## src/rtl/tug_of_war_ctrl_pkg.sv

```systemverilog
`default_nettype none
// ============================================================================
// Module   : tug_of_war_ctrl_pkg
// Brief    : LED-mux control codes, score constants and sizing helpers shared
//            by the tug-of-war game sequencer and the LED multiplexer.
// Revision : 1.0 - initial release
// ============================================================================
package tug_of_war_ctrl_pkg;

    localparam logic [1:0] LED_ALL      = 2'd0;
    localparam logic [1:0] LED_NONE     = 2'd1;
    localparam logic [1:0] LED_SCORE    = 2'd3;
    localparam logic [6:0] SCORE_CENTRE = 7'b0001000;

    localparam logic [1:0] WIN_NONE  = 2'b00;
    localparam logic [1:0] WIN_LEFT  = 2'b10;
    localparam logic [1:0] WIN_RIGHT = 2'b01;

    function automatic int max_int(input int a, input int b);
        return (a > b) ? a : b;
    endfunction

    // Never returns zero so a counter for a count of 1 still has a bit.
    function automatic int clog2_min1(input int n);
        return (n <= 1) ? 1 : $clog2(n);
    endfunction

endpackage
`default_nettype wire

```

## src/rtl/tug_of_war_ctrl_btn_edge.sv

```systemverilog
`default_nettype none
// ============================================================================
// Module   : btn_edge
// Brief    : Rising-edge detector for one debounced, synchronous button.
// Revision : 1.0 - initial release
// ============================================================================
module btn_edge (
    input  logic clk,
    input  logic rst,
    input  logic i_btn,
    output logic o_press
);

    logic r_btn_q;

    // Resets high so a button held through reset is not seen as a press.
    always_ff @(posedge clk) begin
        if (rst) begin
            r_btn_q <= 1'b1;
        end else begin
            r_btn_q <= i_btn;
        end
    end

    assign o_press = i_btn & ~r_btn_q;

endmodule
`default_nettype wire

```

## src/rtl/tug_of_war_ctrl.sv

```systemverilog
`default_nettype none
// ============================================================================
// Module   : tug_of_war_ctrl
// Brief    : Tug-of-war game sequencer: start banner, play, win flash, final
//            position hold, restart. Drives LED mux control and score marker.
// Revision : 1.0 - initial release
// ============================================================================
module tug_of_war_ctrl
    import tug_of_war_ctrl_pkg::*;
#(
    parameter int START_CYCLES = 25_000_000,
    parameter int FLASH_CYCLES = 5_000_000,
    parameter int FLASH_PHASES = 8
) (
    input  logic       clk,
    input  logic       rst,
    input  logic       btn_l,
    input  logic       btn_r,
    output logic [1:0] leds_ctrl,
    output logic [6:0] score,
    output logic [1:0] winner
);

    localparam int c_cnt_w = clog2_min1(max_int(START_CYCLES, FLASH_CYCLES));
    localparam int c_ph_w  = clog2_min1(FLASH_PHASES);

    localparam logic [c_cnt_w-1:0] c_start_last = c_cnt_w'(START_CYCLES - 1);
    localparam logic [c_cnt_w-1:0] c_flash_last = c_cnt_w'(FLASH_CYCLES - 1);
    localparam logic [c_ph_w-1:0]  c_ph_last    = c_ph_w'(FLASH_PHASES - 1);

    typedef enum logic [1:0] {
        S_START = 2'd0,
        S_PLAY  = 2'd1,
        S_WIN   = 2'd2,
        S_DONE  = 2'd3
    } state_t;

    state_t             r_state, w_state_nxt;
    logic [1:0]         r_leds, w_leds_nxt;
    logic [6:0]         r_score, w_score_nxt;
    logic [1:0]         r_winner, w_winner_nxt;
    logic [c_cnt_w-1:0] r_cnt, w_cnt_nxt;
    logic [c_ph_w-1:0]  r_ph, w_ph_nxt;
    logic               w_press_l, w_press_r;

    btn_edge u_edge_l (
        .clk     (clk),
        .rst     (rst),
        .i_btn   (btn_l),
        .o_press (w_press_l)
    );

    btn_edge u_edge_r (
        .clk     (clk),
        .rst     (rst),
        .i_btn   (btn_r),
        .o_press (w_press_r)
    );

    always_ff @(posedge clk) begin
        if (rst) begin
            r_state  <= S_START;
            r_leds   <= LED_ALL;
            r_score  <= SCORE_CENTRE;
            r_winner <= WIN_NONE;
            r_cnt    <= '0;
            r_ph     <= '0;
        end else begin
            r_state  <= w_state_nxt;
            r_leds   <= w_leds_nxt;
            r_score  <= w_score_nxt;
            r_winner <= w_winner_nxt;
            r_cnt    <= w_cnt_nxt;
            r_ph     <= w_ph_nxt;
        end
    end

    always_comb begin
        w_state_nxt  = r_state;
        w_leds_nxt   = r_leds;
        w_score_nxt  = r_score;
        w_winner_nxt = r_winner;
        w_cnt_nxt    = r_cnt;
        w_ph_nxt     = r_ph;

        case (r_state)
            S_START: begin
                w_leds_nxt   = LED_ALL;
                w_score_nxt  = SCORE_CENTRE;
                w_winner_nxt = WIN_NONE;
                if (r_cnt == c_start_last) begin
                    w_state_nxt = S_PLAY;
                    w_leds_nxt  = LED_SCORE;
                    w_cnt_nxt   = '0;
                end else begin
                    w_cnt_nxt = r_cnt + c_cnt_w'(1);
                end
            end

            S_PLAY: begin
                w_leds_nxt = LED_SCORE;
                // Simultaneous presses cancel; reaching an end starts the flash.
                if (w_press_l && !w_press_r) begin
                    w_score_nxt = r_score << 1;
                    if (w_score_nxt[6]) begin
                        w_winner_nxt = WIN_LEFT;
                        w_state_nxt  = S_WIN;
                        w_leds_nxt   = LED_ALL;
                        w_cnt_nxt    = '0;
                        w_ph_nxt     = '0;
                    end
                end else if (w_press_r && !w_press_l) begin
                    w_score_nxt = r_score >> 1;
                    if (w_score_nxt[0]) begin
                        w_winner_nxt = WIN_RIGHT;
                        w_state_nxt  = S_WIN;
                        w_leds_nxt   = LED_ALL;
                        w_cnt_nxt    = '0;
                        w_ph_nxt     = '0;
                    end
                end
            end

            S_WIN: begin
                if (r_cnt == c_flash_last) begin
                    w_cnt_nxt = '0;
                    if (r_ph == c_ph_last) begin
                        w_state_nxt = S_DONE;
                        w_leds_nxt  = LED_SCORE;
                        w_ph_nxt    = '0;
                    end else begin
                        w_ph_nxt   = r_ph + c_ph_w'(1);
                        w_leds_nxt = (r_leds == LED_ALL) ? LED_NONE : LED_ALL;
                    end
                end else begin
                    w_cnt_nxt = r_cnt + c_cnt_w'(1);
                end
            end

            S_DONE: begin
                w_leds_nxt = LED_SCORE;
                if (btn_l && btn_r) begin
                    w_state_nxt  = S_START;
                    w_leds_nxt   = LED_ALL;
                    w_score_nxt  = SCORE_CENTRE;
                    w_winner_nxt = WIN_NONE;
                    w_cnt_nxt    = '0;
                    w_ph_nxt     = '0;
                end
            end

            default: begin
                w_state_nxt  = S_START;
                w_leds_nxt   = LED_ALL;
                w_score_nxt  = SCORE_CENTRE;
                w_winner_nxt = WIN_NONE;
                w_cnt_nxt    = '0;
                w_ph_nxt     = '0;
            end
        endcase
    end

    assign leds_ctrl = r_leds;
    assign score     = r_score;
    assign winner    = r_winner;

endmodule
`default_nettype wire

```

## config.mk

```make
export PLATFORM = sky130hd
export DESIGN_NAME = tug_of_war_ctrl
export DESIGN_NICKNAME = d
export VERILOG_FILES = /design/src/rtl/tug_of_war_ctrl_pkg.sv /design/src/rtl/tug_of_war_ctrl_btn_edge.sv /design/src/rtl/tug_of_war_ctrl.sv
export SDC_FILE = /design/constraint.sdc
export NUM_CORES = 1
export LEC_CHECK = 0
export ABC_AREA = 0
export ABC_CLOCK_PERIOD_IN_PS = 2670
export CAP_MARGIN = 20
export CELL_PAD_IN_SITES_DETAIL_PLACEMENT = 1
export CELL_PAD_IN_SITES_GLOBAL_PLACEMENT = 2
export CORE_MARGIN = 2
export CORE_UTILIZATION = 36
export DETAILED_ROUTE_END_ITERATION = 8
export GPL_TIMING_DRIVEN = 0
export HOLD_SLACK_MARGIN = 0.08
export MAX_ROUTING_LAYER = met4
export PLACE_DENSITY_LB_ADDON = 0.15
export SKIP_LAST_GASP = 1
export SYNTH_ARGS = -nofsm -noshare
export SYNTH_HDL_FRONTEND = slang
export SYNTH_SLANG_ARGS = --single-unit
export TNS_END_PERCENT = 5
```

## constraint.sdc

```tcl
create_clock -name clk -period 2.67 [get_ports clk]
set_input_delay 0.4005 -clock clk [delete_from_list [all_inputs] [get_ports clk]]
set_output_delay 0.4005 -clock clk [all_outputs]
set_load 0.05 [all_outputs]
```

==> flow_metrics.py, run 1 <==
metrics = {
    "outcome": {
        "status": "complete, no violations",
    },
    "worst_setup_path": {
        "rr_endpoint": "r_cnt[10]$_SDFFE_PP0P_",
        "ff2ff_setup_slack_ns": 0.24,
        "ff2ff_path_depth": 10,
        "critPathBufInv": 4,
        "cp-endpoint": "r_cnt[10]$_SDFFE_PP0P_",
        "worstPathArrival_ns": 2.83,
        "worst-path-max-fanout": 10,
        "cpPeakStageDelay_ns": 0.49,
        "path_depth": 11,
        "critPathKind": "input pin to flip-flop",
        "crit_chain": "clkdlybuf4s50_1, nand2b_1, inv_1, ha_1, buf_4, a21boi_0, a221oi_2, or2b_2, o221ai_4, buf_6, nor2_1",
        "worstReg2RegStart": "u_edge_l.r_btn_q$_SDFF_PP1_",
        "worstSetupStartpoint": "btn_l",
        "worstPathRequired_ns": 2.88,
        "worstSetupEndpointType": "flip-flop",
        "cp_slowest_cell": "clkdlybuf4s50_1",
        "cp_top_family": "buffers and inverters",
        "start_kind": "input pin",
    },
    "clocking": {
        "post_cts_buffers": 0,
        "worst_skew_pair.late_latency_ns": 0.31,
        "cts_max_level": 2,
        "clock_path_buffers": 2,
        "holdBufCountCts": 0,
        "cts_buffers": 5,
        "cts_tree": "done",
        "numClockSinks": 43,
        "ctsRootBufferMaster": "clkbuf_8",
        "path_clk_slew_ns": 0.09,
    },
    "place": {
        "numPortBuffers": 14,
        "place_congestion": 0.754,
        "placed_cell_area_sq_um": 2520,
        "pre_cts_ws_ns": -0.390,
        "dp_hpwl_um": 4000,
        "dp_cells": 346,
    },
    "synthesis": {
        "yosys-top-cells-area": "dfxtp_1, xnor2_1, ha_1",
        "synth_ff_type": "dfxtp_1",
        "yosysMostFrequentCell": "dfxtp_1",
        "synthTopCellsByCount": "dfxtp_1, nor2_1, nand2_1",
        "synth_edf_count": 0,
        "syn_area_sq_um": 2290,
        "synthCells": 255,
        "ys_seq_elements": 43,
        "syn-num-nets": 269,
        "ys_types": 51,
        "seq_area_frac_synth": 0.376,
        "synth_top_area_frac": 0.376,
        "synth_area_leader_cell": "dfxtp_1",
        "syn_avg_cell_area_sq_um": 8.97,
        "yosys_warnings": 0,
        "synthArstFlopShare": 0,
    },
    "timing": {
        "rsz0062_at_grt": "yes",
        "min_period_over_period": 0.982,
        "fin_hold_ws_ns": 0.474,
        "slew_violations": 0,
        "hold_viol_final": 0,
        "setup_viol": 0,
        "layout_min_cycle_time_ns": 2.62,
        "worst_slack_ns": 0.0475,
        "maxSlewHeadroom": 0.525,
        "max_freq_mhz": 381,
        "setup_tns_ns": 0,
        "fin_skew_ns": 0.00574,
        "worst_pin_slew_ns": 0.707,
    },
    "finish": {
        "fin_util": 0.424,
        "area_growth_pct": 15.6,
        "antenna_cells": 0,
        "drive_above_1_share": 0.130,
        "instances_no_fill": 354,
        "fin_area_sq_um": 2640,
        "nets": 290,
    },
    "global_route": {
        "track_usage": 0.173,
        "antenna_found_initial": 0,
        "grt_pass1_vias": 1879,
        "grt_pass1_wl_um": 9400,
        "grt_max_degree": 15,
        "grt.overflow.total": 0,
    },
    "flow_run": {
        "cap_violations": 0,
    },
    "floorplanning": {
        "die_h_um": 83.7,
        "io_pins": 15,
        "core_area_sq_um": 6240,
        "die-area_sq_um": 7010,
        "std_cell_rows": 29,
        "initial_core_util": 0.366,
        "die_w_um": 83.7,
    },
    "pwr": {
        "pwr_density_cell_nw_per_um2": 461,
        "netSwitchingFraction": 0.227,
        "vdd_drop_max_mv": 0.231,
        "pwr-share-comb": 0.034,
        "seq_power_share": 0.532,
        "p_int_mw": 0.943,
        "clockPowerShare": 0.433,
        "leakagePower_nw": 0.916,
        "p_switching_mw": 0.277,
        "power_mw": 1.22,
    },
    "drt": {
        "num_vias": 1859,
        "routed_wl_um": 5560,
        "drc_errors": 0,
        "drt-initial-drc-count": 92,
        "ant_nets": 0,
        "via_per_inst": 5.25,
        "avgRoutedWirePerCell_um": 15.7,
        "drt_pass1_iterations": 4,
    },
    "worst_hold_path": {
        "min-delay-path-class": "flip-flop to flip-flop",
    },
}
-- sequential cells by signal, indices dropped and copies added, names as in the netlist --
register	count
r_cnt	25
r_ph	3
r_state	2
leds_ctrl	2
u_edge_r.r_btn_q	1
score	7
u_edge_l.r_btn_q	1
winner	2
-- area by class of cell --
| cell class | count | area (sq um) |
|---|---|---|
| fill | 759 | 3600 |
| multi-input combinational | 191 | 1310 |
| sequential | 43 | 861 |
| timing repair buffer | 14 | 140 |
| tap | 77 | 96.3 |
| buffer | 12 | 86.3 |
| clock buffer | 5 | 68.8 |
| clock inverter | 3 | 43.8 |
| inverter | 9 | 33.8 |
-- cells in the final DEF (no fill, tap or decap), types with 3 or more instances in the layout --
master	Yosys	layout
nor3_1	4	4
nand2_1	21	21
ha_1	10	10
xnor2_1	17	17
clkbuf_8	2	7
nor2_1	23	23
dfxtp_1	43	43
o21ai_0	7	7
nand2b_1	3	3
nor4_1	11	11
clkbuf_1	6	5
nand4b_1	3	3
xor2_1	6	6
nand4_1	11	11
inv_1	9	9
mux2i_1	3	3
nand3_1	13	13
clkdlybuf4s50_1	0	14
mux2_2	4	4
and3_1	6	6
a21oi_1	18	18
-- power groups by stage --
stage	clock (mW)	combinational [mW]	sequential [mW]
6_report	0.529	0.0419	0.650
3_5_place_dp	0	0.0430	0.665
2_1_floorplan	0	0.0278	0.664
4_1_cts	0.547	0.0431	0.650
3_3_place_gp	0	0.0421	0.665
5_1_grt	0.572	0.0478	0.650
-- tightest hold or removal path, cell delays in order, from the launching register on --
cell	delay (ns)
dfxtp_1	0.33
nand2_1	0.06
a21oi_1	0.05
-- how the worst min path moves through the flow --
stage,startpoint,to,slack [ns],cells after the start
after global routing,leds_ctrl[0]$_SDFFE_PP0P_,leds_ctrl[0]$_SDFFE_PP0P_,0.50,2
after global placement,leds_ctrl[1]$_SDFFE_PP0P_,leds_ctrl[1]$_SDFFE_PP0P_,0.46,2
after CTS,leds_ctrl[0]$_SDFFE_PP0P_,leds_ctrl[0]$_SDFFE_PP0P_,0.48,2
final,leds_ctrl[0]$_SDFFE_PP0P_,leds_ctrl[0]$_SDFFE_PP0P_,0.47,2
after detailed placement,score[0]$_SDFFE_PP0P_,score[0]$_SDFFE_PP0P_,0.47,2
after floorplan,r_cnt[1]$_SDFFE_PP0P_,r_cnt[1]$_SDFFE_PP0P_,0.45,2
-- cell families after synthesis --
| family | after synthesis | share of synthesized area |
|---|---|---|
| compound gates | 37 | 0.112 |
| xor+xnor | 23 | 0.0881 |
| fa+ha+maj | 10 | 0.0547 |
| buf+inv | 21 | 0.0520 |
| flops | 43 | 0.376 |
| mux | 7 | 0.0328 |
| simple gates | 114 | 0.284 |
-- timing repair --
| action | CTS | global route |
|---|---|---|
| pin swaps | 1 | 0 |
| setup endpoints to repair | 21 | 30 |
| gates resized for setup | 0 | 3 |
-- layer usage --
layer,GRT usage,wire length [um],part of all wire
met5,-,0,0
met4,0.0528,74,0.013
met3,0.0297,129,0.023
met2,0.249,2400,0.43
met1,0.246,2950,0.53
Note: power is estimated with default switching activity, not from simulation.
==> run 2, diff against run 1 <==
ABC_CLOCK_PERIOD_IN_PS = 2800   (was 2670)
CAP_MARGIN = 15   (was 20)
clock period = 2.8 ns   (was 2.67 ns; I/O delays follow)
==> run 2 against run 1 <==
Compared with the run above:
- via count increased by 0.38%
- power fell by 4.6%
- sequential cell count stayed put
- worst hold slack hardly changed
- critical path depth stayed put
- sequential share of layout area is the same
- sequential power fell by 4.8%
- clock skew is 0.0018 ns higher
- clock-buffer cell count stayed put
- wire length increased by 0.13%
- global-route usage is the same
- critical endpoint unchanged
==> flow_metrics.py, run 2 (synthesis gave the netlist of run 1 again) <==
metrics = {
    "worst_setup_path": {
        "cp_top_family": "buffers and inverters",
        "cpPeakStageDelay_ns": 0.49,
        "critPathKind": "input pin to flip-flop",
        "critPathBufInv": 4,
        "start_kind": "input pin",
        "cp_slowest_cell": "clkdlybuf4s50_1",
        "worstPathRequired_ns": 3.01,
        "crit_chain": "clkdlybuf4s50_1, nand2b_1, inv_1, ha_1, buf_4, a21boi_0, a221oi_2, or2b_2, o221ai_4, buf_6, nor2_1",
        "worstSetupEndpointType": "flip-flop",
        "worstPathArrival_ns": 2.87,
        "worst-path-max-fanout": 10,
    },
    "drt": {
        "routed_wl_um": 5570,
        "wl_met1_um": 2940,
        "num_vias": 1866,
        "top_layer_used": "met4",
        "drt_pass1_iterations": 4,
        "via_per_inst": 5.27,
        "drt-initial-drc-count": 92,
        "routed-wl-met3_um": 140,
        "ant_nets": 0,
        "route.met2.wl_um": 2410,
        "avgRoutedWirePerCell_um": 15.7,
        "drc_errors": 0,
    },
    "floorplanning": {
        "std_cell_rows": 29,
        "die-area_sq_um": 7010,
        "die_h_um": 83.7,
        "core_area_sq_um": 6240,
        "initial_core_util": 0.366,
        "die_w_um": 83.7,
        "io_pins": 15,
    },
    "place": {
        "numPortBuffers": 14,
        "place_congestion": 0.754,
        "dp_cells": 346,
        "dp_hpwl_um": 4000,
    },
    "finish": {
        "nFillCells": 759,
        "largest-register": "r_cnt",
        "layout_commonest_cell": "dfxtp_1",
        "nets": 290,
        "layout_common_cells": "dfxtp_1, nor2_1, nand2_1",
        "seq_area_sq_um": 861,
        "area_growth_pct": 15.6,
        "instances_no_fill": 354,
        "drive_above_1_share": 0.130,
        "largest_register_ffs": 25,
        "antenna_cells": 0,
        "multi_input_area_sq_um": 1310,
    },
    "pwr": {
        "p_switching_mw": 0.265,
        "leakagePower_nw": 0.916,
        "seq_power_share": 0.532,
        "pwr_density_cell_nw_per_um2": 440,
        "vdd_drop_max_mv": 0.221,
        "clockPowerShare": 0.434,
        "netSwitchingFraction": 0.227,
        "pwr-share-comb": 0.034,
        "p_int_mw": 0.900,
        "power_mw": 1.16,
    },
    "flow_run": {
        "cap_violations": 0,
    },
    "timing": {
        "min_period_over_period": 0.949,
        "fin_skew_ns": 0.00752,
        "rsz0062_at_grt": "yes",
        "hold_viol_final": 0,
        "worst_pin_slew_ns": 0.706,
        "slew_violations": 0,
        "setup_viol": 0,
        "maxSlewHeadroom": 0.525,
        "max_freq_mhz": 377,
        "layout_min_cycle_time_ns": 2.66,
    },
    "global_route": {
        "grt.overflow.total": 0,
        "grt_max_degree": 15,
        "antenna_found_initial": 0,
        "grt_pass1_wl_um": 9400,
        "track_usage": 0.173,
        "grt_pass1_vias": 1881,
    },
    "clocking": {
        "post_cts_buffers": 0,
        "holdBufCountCts": 0,
        "worst_skew_pair.late_latency_ns": 0.31,
        "cts_buffers": 5,
        "cts_resized": 0,
        "path_clk_slew_ns": 0.09,
        "ctsRootBufferMaster": "clkbuf_8",
        "clock_path_buffers": 2,
        "numClockSinks": 43,
        "cts_max_level": 2,
        "cts_tree": "done",
    },
    "outcome": {
        "status": "complete, no violations",
    },
    "worst_hold_path": {
        "min-delay-path-class": "flip-flop to flip-flop",
    },
}
-- run 2: cell counts in the layout (fill, tap and decap cells not counted) --
No cell type changed its count.
-- run 2: power by group through the flow --
stage               combinational, mW  sequential, mW  clock, mW
global route                   0.0456           0.620      0.545
floorplan                      0.0265           0.633          0
detailed placement             0.0410           0.634          0
global placement               0.0401           0.634          0
finish                         0.0399           0.619      0.505
CTS                            0.0411           0.620      0.522
-- run 2: area by class of cell --
type,count,share of cell area
Timing Repair Buffer,14,0.0530
Sequential cell,43,0.326
Clock inverter,3,0.0166
Inverter,9,0.0128
Multi-Input combinational cell,191,0.497
Clock buffer,5,0.0260
Buffer,12,0.0327
Tap cell,77,0.0364
-- run 2: per-layer routing --
metal / GRT usage / vias up
met1: 0.246 / 884
met3: 0.0297 / 6
met5: - / -
met2: 0.249 / 21
li1: - / 955
met4: 0.0528 / 0
-- run 2: worst min-delay path: cells and delay by family (launching register included) --
| family | cells | cell delay, ns |
|---|---|---|
| AOI/OAI and AO/OA | 1 | 0.05 |
| DFF | 1 | 0.33 |
| and+or+nand+nor | 1 | 0.06 |
-- run 2: per-stage QoR --
| step | cell area (sq um) | worst slack [ns] | TNS, ns | util | hold slack, ns |
|---|---|---|---|---|---|
| after floorplan | 2290 | 0.519 | 0 | - | 0.449 |
| after global placement | 2520 | -0.276 | -6.61 | 0.404 | 0.456 |
| after detailed placement | 2520 | -0.279 | -6.76 | 0.404 | 0.467 |
| after CTS | 2640 | 0.0585 | 0 | 0.422 | 0.480 |
| after global routing | 2640 | -0.0289 | -0.214 | 0.424 | 0.501 |
| final | 2640 | 0.144 | 0 | 0.424 | 0.475 |
-- run 2: worst paths after layout --
| check | start | endpoint | slack [ns] | cells after the start |
|---|---|---|---|---|
| worst min register to register | leds_ctrl[0]$_SDFFE_PP0P_ | leds_ctrl[0]$_SDFFE_PP0P_ | 0.47 | 2 |
| worst max register to register | u_edge_l.r_btn_q$_SDFF_PP1_ | r_cnt[10]$_SDFFE_PP0P_ | 0.37 | 10 |
| worst max-delay path | btn_l | r_cnt[10]$_SDFFE_PP0P_ | 0.14 | 11 |
| worst min-delay path | leds_ctrl[0]$_SDFFE_PP0P_ | leds_ctrl[0]$_SDFFE_PP0P_ | 0.47 | 2 |
==> run 3, diff against run 2 <==
GPL_ROUTABILITY_DRIVEN = 0   (was not set)
HOLD_SLACK_MARGIN = 0.03   (was 0.08)
==> results of run 3 <==
Same layout as run 2: the final DEF is identical, and so are final timing and power.
